==> config.mk <==
export PLATFORM = sky130hd
export DESIGN_NAME = dds_ftw_ctrl
export DESIGN_NICKNAME = d
export VERILOG_FILES = /design/src/rtl/dds_pkg.sv /design/src/rtl/dds_ftw_ctrl_mul.sv /design/src/rtl/dds_ftw_ctrl.sv
export SDC_FILE = /design/constraint.sdc
export NUM_CORES = 1
export LEC_CHECK = 0
export ABC_AREA = 1
export CORE_ASPECT_RATIO = 1.5
export CORE_MARGIN = 2
export CORE_UTILIZATION = 61
export CTS_BUF_LIST = sky130_fd_sc_hd__clkbuf_4 sky130_fd_sc_hd__clkbuf_8
export DETAILED_ROUTE_END_ITERATION = 8
export MAX_ROUTING_LAYER = met4
export PLACE_DENSITY = 0.83
export SLEW_MARGIN = 0
export SYNTH_ARGS = -nofsm -noshare
export SYNTH_HDL_FRONTEND = slang
export SYNTH_HIERARCHICAL = 1
export SYNTH_SLANG_ARGS = --single-unit
==> constraint.sdc <==
create_clock -name Fg_CLK -period 7.46 [get_ports Fg_CLK]
set_input_delay 1.865 -clock Fg_CLK [delete_from_list [all_inputs] [get_ports Fg_CLK]]
set_output_delay 1.865 -clock Fg_CLK [all_outputs]
set_load 0.02 [all_outputs]
==> src/rtl/dds_pkg.sv <==
// Shared constants, state encoding and address clamp for the DDS
// frequency-update path.
package dds_pkg;

    localparam int FTW_W    = 32;
    localparam int ADDR_W   = 11;
    localparam int MAX_ADDR = 1800;
    localparam int FTW_STEP = 1790;

    typedef enum logic [1:0] {
        IDLE      = 2'd0,
        MUL       = 2'd1,
        WAIT_WRAP = 2'd2,
        LOAD      = 2'd3
    } state_t;

    function automatic logic [ADDR_W-1:0] clamp_addr(
        input logic [ADDR_W-1:0] a,
        input int unsigned       lim
    );
        return (32'(a) > lim) ? ADDR_W'(lim) : a;
    endfunction

endpackage

==> src/rtl/dds_ftw_ctrl_mul.sv <==
// ftw_mul: 11-cycle LSB-first serial shift-add multiply of the
// frequency address by the per-LSB tuning step.
module ftw_mul
    import dds_pkg::*;
#(
    parameter int STEP = dds_pkg::FTW_STEP
)(
    input  logic              Fg_CLK,
    input  logic              RESETn,
    input  logic              start,
    input  logic [ADDR_W-1:0] addr,
    output logic              done,
    output logic [FTW_W-1:0]  product
);

    localparam logic [3:0] LAST = 4'(ADDR_W - 1);

    logic [3:0]       bit_cnt;
    logic             run;
    logic [FTW_W-1:0] acc;

    always_ff @(posedge Fg_CLK or negedge RESETn) begin
        if (!RESETn) begin
            acc     <= '0;
            bit_cnt <= '0;
            run     <= 1'b0;
        end else if (start) begin
            acc     <= '0;
            bit_cnt <= '0;
            run     <= 1'b1;
        end else if (run) begin
            if (addr[bit_cnt])
                acc <= acc + (FTW_W'(STEP) << bit_cnt);
            if (bit_cnt == LAST) begin
                bit_cnt <= '0;
                run     <= 1'b0;
            end else begin
                bit_cnt <= bit_cnt + 4'd1;
            end
        end
    end

    // High while the final step is being applied.
    assign done    = run && (bit_cnt == LAST);
    assign product = acc;

endmodule

==> src/rtl/dds_ftw_ctrl.sv <==
// DDS frequency-update controller: address -> FTW with optional
// wrap-aligned commit (DDS_PHASE_SYNC_EN).
module dds_ftw_ctrl
    import dds_pkg::*;
#(
    parameter int FTW_STEP     = dds_pkg::FTW_STEP,
    parameter int MAX_ADDR     = dds_pkg::MAX_ADDR,
    parameter int WRAP_TIMEOUT = 2400000
)(
    input  logic              Fg_CLK,
    input  logic              RESETn,
    input  logic [ADDR_W-1:0] Address,
    input  logic              FreqChng,
    input  logic              Acc_Wrap,
    output logic [FTW_W-1:0]  FTW,
    output logic              FTW_Load,
    output logic              Busy
);

    state_t            state, state_nxt;
    logic              start, commit, restart;
    logic              mul_done;
    logic [FTW_W-1:0]  product;
    logic [ADDR_W-1:0] addr_q, pend_addr, req_addr;
    logic              pend_v;
    logic              wrap_hit;

    assign req_addr = clamp_addr(Address, MAX_ADDR);
    assign restart  = commit && pend_v;
    assign Busy     = (state != IDLE);

    ftw_mul #(.STEP(FTW_STEP)) u_mul (
        .Fg_CLK  (Fg_CLK),
        .RESETn  (RESETn),
        .start   (start),
        .addr    (addr_q),
        .done    (mul_done),
        .product (product)
    );

`ifdef DDS_PHASE_SYNC_EN
    logic [31:0] tmo_cnt;

    always_ff @(posedge Fg_CLK or negedge RESETn) begin
        if (!RESETn)
            tmo_cnt <= '0;
        else if (state != WAIT_WRAP)
            tmo_cnt <= '0;
        else
            tmo_cnt <= tmo_cnt + 32'd1;
    end

    assign wrap_hit = Acc_Wrap || (tmo_cnt == 32'(WRAP_TIMEOUT - 1));
`else
    logic unused_wrap;
    assign unused_wrap = ^{Acc_Wrap, WRAP_TIMEOUT[0]};
    assign wrap_hit    = 1'b0;
`endif

    always_ff @(posedge Fg_CLK or negedge RESETn) begin
        if (!RESETn)
            state <= IDLE;
        else
            state <= state_nxt;
    end

    always_comb begin
        state_nxt = state;
        start     = 1'b0;
        commit    = 1'b0;
        unique case (state)
            IDLE: begin
                if (FreqChng) begin
                    start     = 1'b1;
                    state_nxt = MUL;
                end
            end
            MUL: begin
`ifdef DDS_PHASE_SYNC_EN
                if (mul_done) state_nxt = WAIT_WRAP;
`else
                if (mul_done) state_nxt = LOAD;
`endif
            end
            WAIT_WRAP: commit = wrap_hit;
            LOAD:      commit = 1'b1;
            default:   state_nxt = IDLE;
        endcase
        if (commit) begin
            start     = pend_v;
            state_nxt = pend_v ? MUL : IDLE;
        end
    end

    // A new request in the restart cycle wins over clearing pend_v.
    always_ff @(posedge Fg_CLK or negedge RESETn) begin
        if (!RESETn) begin
            addr_q    <= '0;
            pend_addr <= '0;
            pend_v    <= 1'b0;
        end else begin
            if (state == IDLE && FreqChng)
                addr_q <= req_addr;
            else if (restart)
                addr_q <= pend_addr;
            if (FreqChng && state != IDLE) begin
                pend_addr <= req_addr;
                pend_v    <= 1'b1;
            end else if (restart) begin
                pend_v <= 1'b0;
            end
        end
    end

    always_ff @(posedge Fg_CLK or negedge RESETn) begin
        if (!RESETn) begin
            FTW      <= '0;
            FTW_Load <= 1'b0;
        end else begin
            if (commit) FTW <= product;
            FTW_Load <= commit;
        end
    end

endmodule

Yosys cells after proc, flatten, opt, wreduce, memory -nomap -nowiden
Index checks and enable logic that the tools add are counted.
{"block": "totals", "register_bits": 95, "wordCells": 57, "out_inout_bits": 34}
{"block": "op_classes", "shift": 1, "n_reduce_logical": 13, "n_eq_ne": 5, "n_lt_le_gt_ge": 2, "mux": 25, "add_sub_neg": 2}
{"operator": "two-way mux 32 bit", "count": 3}
{"operator": "two-way mux 11 bit", "count": 3}
{"operator": "adder 32 bit", "count": 1}
{"operator": "left shift 11 x 4 -> 32 bit (first input constant)", "count": 1}
{"operator": "two-way mux 4 bit", "count": 3}
{"operator": "greater-than comparator 11 bit (second input constant)", "count": 1}
{"operator": "two-way mux 1 bit", "count": 11}
{"operator": "nonzero test 2 bit", "count": 5}
{"operator": "two-way mux 2 bit", "count": 3}
{"operator": "!= test 3 bit (second input constant)", "count": 2}
{"operator": "< comparator 4 x 5 -> 1 bit (second input constant)", "count": 1}
{"operator": "adder 4 x 1 -> 4 bit (second input constant)", "count": 1}
{"operator": "binary-select mux 1 bit (select 4 bit)", "count": 1}
{"operator": "equality test 4 bit (second input constant)", "count": 1}
{"operator": "logical AND 1 bit", "count": 4}
{"operator": "one-hot mux 2 bit (2 select lines)", "count": 1}
{"operator": "AND reduction 3 bit", "count": 1}
{"operator": "nonzero test 3 bit", "count": 1}
{"operator": "equality test 2 x 1 -> 1 bit (second input constant)", "count": 1}
{"operator": "equality test 2 bit (second input constant)", "count": 1}
{"operator": "zero test 2 bit", "count": 1}
{"operator": "AND reduction 2 bit", "count": 1}

Depth between registers and ports, before layout
{"block": "logic_depth", "depth_word": 5, "depth_mapped": 19, "depth_no_buf": 18}

Cells and area by module
The synthesis kept the hierarchy.
{"mod": "ftw_mul", "cells_each": 656, "instances": 1, "area_per_inst_um2": 3958.8}
{"mod": "dds_ftw_ctrl", "cells_each": 288, "instances": 1, "area_per_inst_um2": 2386.0}

Worst setup path before layout
Ideal clock, no wire load.
{"block": "synth_path", "path_kind": "input to register", "start": "input FreqChng", "end": "register u_mul.acc[25], in the netlist u_mul/product[25]", "path_slack_ns": 4.391, "stages": 11, "t_required_ns": 7.344, "arrival_time_ns": 2.953, "path_cell_list": "nand2_2 nand2_2 inv_1 nand2_1 nor2_2 nand2_4 nand3_4 buf_6 nor2_1 nand2_1 nand2_1"}
{"block": "synth_via", "elab_chain_len": 5}
{"element": "start, declared", "line": "dds_ftw_ctrl.sv:13", "rtl": "input logic FreqChng,"}
{"element": "two-way mux 1 bit (*)", "line": "dds_ftw_ctrl.sv:73", "rtl": "if (FreqChng) begin"}
{"element": "two-way mux 1 bit (*)", "line": "dds_ftw_ctrl.sv:71", "rtl": "unique case (state)"}
{"element": "two-way mux 1 bit (*)", "line": "dds_ftw_ctrl.sv:89", "rtl": "if (commit) begin"}
{"element": "net start", "line": "dds_ftw_ctrl.sv:21", "rtl": "logic start, commit, restart;"}
{"element": "nonzero test 2 bit (no line)"}
{"element": "AND reduction 2 bit (no line)"}
{"element": "end signal, assigned", "line": "dds_ftw_ctrl_mul.sv:33", "rtl": "acc <= acc + (FTW_W'(STEP) << bit_cnt);"}
{"element": "end, declared", "line": "dds_ftw_ctrl_mul.sv:20", "rtl": "logic [FTW_W-1:0] acc;"}
The timed path passes the listed nets; every way through them passes the cells marked *.
A chain may end at the register's enable or synchronous reset.

Worst setup path after layout
{"block": "layout_path", "start": "input FreqChng", "end": "register u_mul.acc[22], in the netlist u_mul/product[22]"}
The elaborated chain is that of the path after synthesis.

==> qor.txt <==
Inserted Clock Buffers -> 9
Max incr delay on CP -> 450 ps
Hold Crit Start -> FTW[11]
Post-synth cell types -> 33
TritonCTS clock tree -> done
Unrepaired setup endpoints after global routing -> false
Sequential-to-total area share from yosys stat -> 0.3707
Setup Buffers After CTS -> 0
Final setup fails -> 0
H-tree Lvls -> 3
Final worst path period share -> 0.4899
Leakage -> 0.003968 uW
Final std cells w/o fill -> 1,104
FILL cells -> 923
Crit path cell chain -> clkdlybuf4s50_1 > nand2_2 > nand2_2 > inv_1 > nand2_1 > nor2_2 > nand2_4 > nand3_4 > inv_1 > nand3_1 > nand2_1
Post-Syn Instances -> 944
Die width -> 87.27 um
Row Count -> 45
Worst Hold End -> FTW[11]
Drt pass-1 iters -> 5
Initial antenna violation count -> 0
Most frequent cells in the layout -> nand2_1, inv_1, dfrtp_1
Syn Nets -> 998
DR WL/cell -> 13.59 um
# IOs -> 49
Vias -> 5,735
Via density -> 5.195
Crit path kind -> in -> reg
VDD IR max -> 0.2900 mV
Final slew viol count -> 0
Slew @ Worst Pin -> 719.9 ps
Worst setup SP type -> input pin
Fin Clk Skew -> 13.56 ps
IO buf count -> 47
Total wire length -> 15,000 um
CORE AREA -> 0.01013 mm^2
Worst hold path class -> reg -> reg
Final hold violations -> 0
Die area -> 0.01125 mm^2
Crit path time final -> 3655 ps
Reg2reg end -> u_mul/product[29]
Most common cell after layout, fill and taps aside -> nand2_1
Max clock buf depth -> 2
Syn Area/Cell -> 6.721 um^2
Vias in the first global route -> 5,289
GPL Wtd Cong -> 0.9356
Mapped cell area -> 0.006345 mm^2
RR Startpoint -> u_mul/bit_cnt[1]
Setup crit end kind -> flop
CTS Hold Bufs -> 0
Yosys Warn Count -> 6
Global-route wire length before repair -> 24,970 um
Power per cell area -> 485.3 mW/mm^2
Worst-Skew Late Latency -> 380 ps
All-Layer GR Usage -> 0.2922
Share of cells above drive strength 1 -> 0.03850
Sinks on the clock net -> 94
Worst rel slew slack -> 0.5183
# diodes -> 0
GR Overflow Total -> 0
Setup TNS Final -> 0 ps
Final core utilization -> 0.6914
Cells after DPL -> 1,088
Power Total -> 3401 uW
Worst hold slack -> 482.4 ps
DP Wirelength -> 11,450 um
Root buffer cell -> clkbuf_8
DRC violations left -> 0
Max frequency -> 0.2736 GHz
Reg2Reg Setup Slack -> 4260 ps
Worst r2r path cells -> 14
Initial Util -> 0.6260
Worst Path Max Fanout -> 22
Final #Nets -> 1,036
Post-DRT Antenna Nets -> 0
Layout area overhead -> 10.43%
CP max stage cell -> clkdlybuf4s50_1
Worst hold stages -> 2
CP Data Required Time -> 7740 ps
Outcome -> finished, final reports clean
Max Cap Viol -> 0
Drt initial violations -> 275
Critical Path AT -> 3930 ps
Flops & latches, synth -> 94
Clock transition at the registers of the reported paths -> 100 ps
Pin count of the biggest net entering global routing -> 53
Post_cts resized -> 0
Die Span Y -> 128.9 um
==> worst max-delay path by stage <==
stage,start,to,slack [ps],cells after the start
6_report,FreqChng,u_mul/product[22],3800,11
5_1_grt,FreqChng,u_mul/product[22],3690,11
4_1_cts,FreqChng,u_mul/product[22],3830,11
3_5_place_dp,FreqChng,u_mul/product[22],3420,11
3_3_place_gp,FreqChng,u_mul/product[22],3460,11
2_1_floorplan,FreqChng,u_mul/product[25],4390,11
==> registers in the layout (all words and copies together), names as in the netlist, 2 cells and up <==
| name | cells |
|---|---|
| pend_addr | 11 |
| state | 2 |
| u_mul/product | 31 |
| u_mul/bit_cnt | 4 |
| addr_q | 11 |
| FTW | 32 |
==> metal layers <==
metal / up-vias / share of wire / GRT usage
li1: 2995 / - / -
met1: 2586 / 0.43 / 0.3495
met2: 114 / 0.50 / 0.4813
met3: 40 / 0.031 / 0.03720
met4: 0 / 0.043 / 0.1430
met5: - / 0 / -
==> critical path: cells and delay by family <==
family,cells,cell delay [ps]
buffers and inverters,3,960
and+or+nand+nor,8,1100
==> power breakdown <==
group | internal, uW | leakage (uW) | switching (uW)
combinational | 773 | 0.00267 | 1430
sequential | 702 | 0.00120 | 157
clock | 136 | 0.0000954 | 199
==> cells in the mapped netlist, drive strengths merged <==
cell,n,share of area
o21a,5,0.0059
dfrtp,94,0.37
nor2,79,0.048
a31oi,3,0.0030
o21bai,3,0.0035
xnor2,13,0.018
o211ai,1,0.0012
clkbuf,6,0.0035
nand3b,8,0.0095
nand2,419,0.25
conb,1,0.00059
nand3,55,0.045
o21ai,38,0.030
fa,1,0.0032
nor3,5,0.0039
inv,122,0.074
a21oi,33,0.027
a21o,1,0.0012
ha,38,0.075
buf,15,0.020
o22ai,2,0.0020
a22oi,2,0.0024
==> cell type report <==
cell class,instances,area [um^2],area share
tap,117,146.4,0.02089
inverter,122,467.9,0.06679
sequential,94,2352,0.3357
clock buffer,10,137.6,0.01964
clock inverter,6,53.80,0.007679
multi-input combinational,707,3373,0.4814
timing repair buffer,48,475.5,0.06786
==> stage by stage <==
step	area, um^2	setup slack, ps
final	7007	3805
after global routing	7007	3692
after CTS	7007	3831
after detailed placement	6815	3416
after global placement	6815	3463
after floorplan	6345	4391
==> logic make-up after synthesis <==
logic type / after synthesis / share of synthesized area
flip-flops: 94 / 0.3707
AND/OR/NAND/NOR: 566 / 0.3593
other: 1 / 0.0005910
AO/OA/AOI/OAI: 88 / 0.07572
XOR/XNOR: 13 / 0.01795
buffers and inverters: 143 / 0.09761
adder cells (fa/ha/maj): 39 / 0.07809
(Power assumes the default switching activity.)
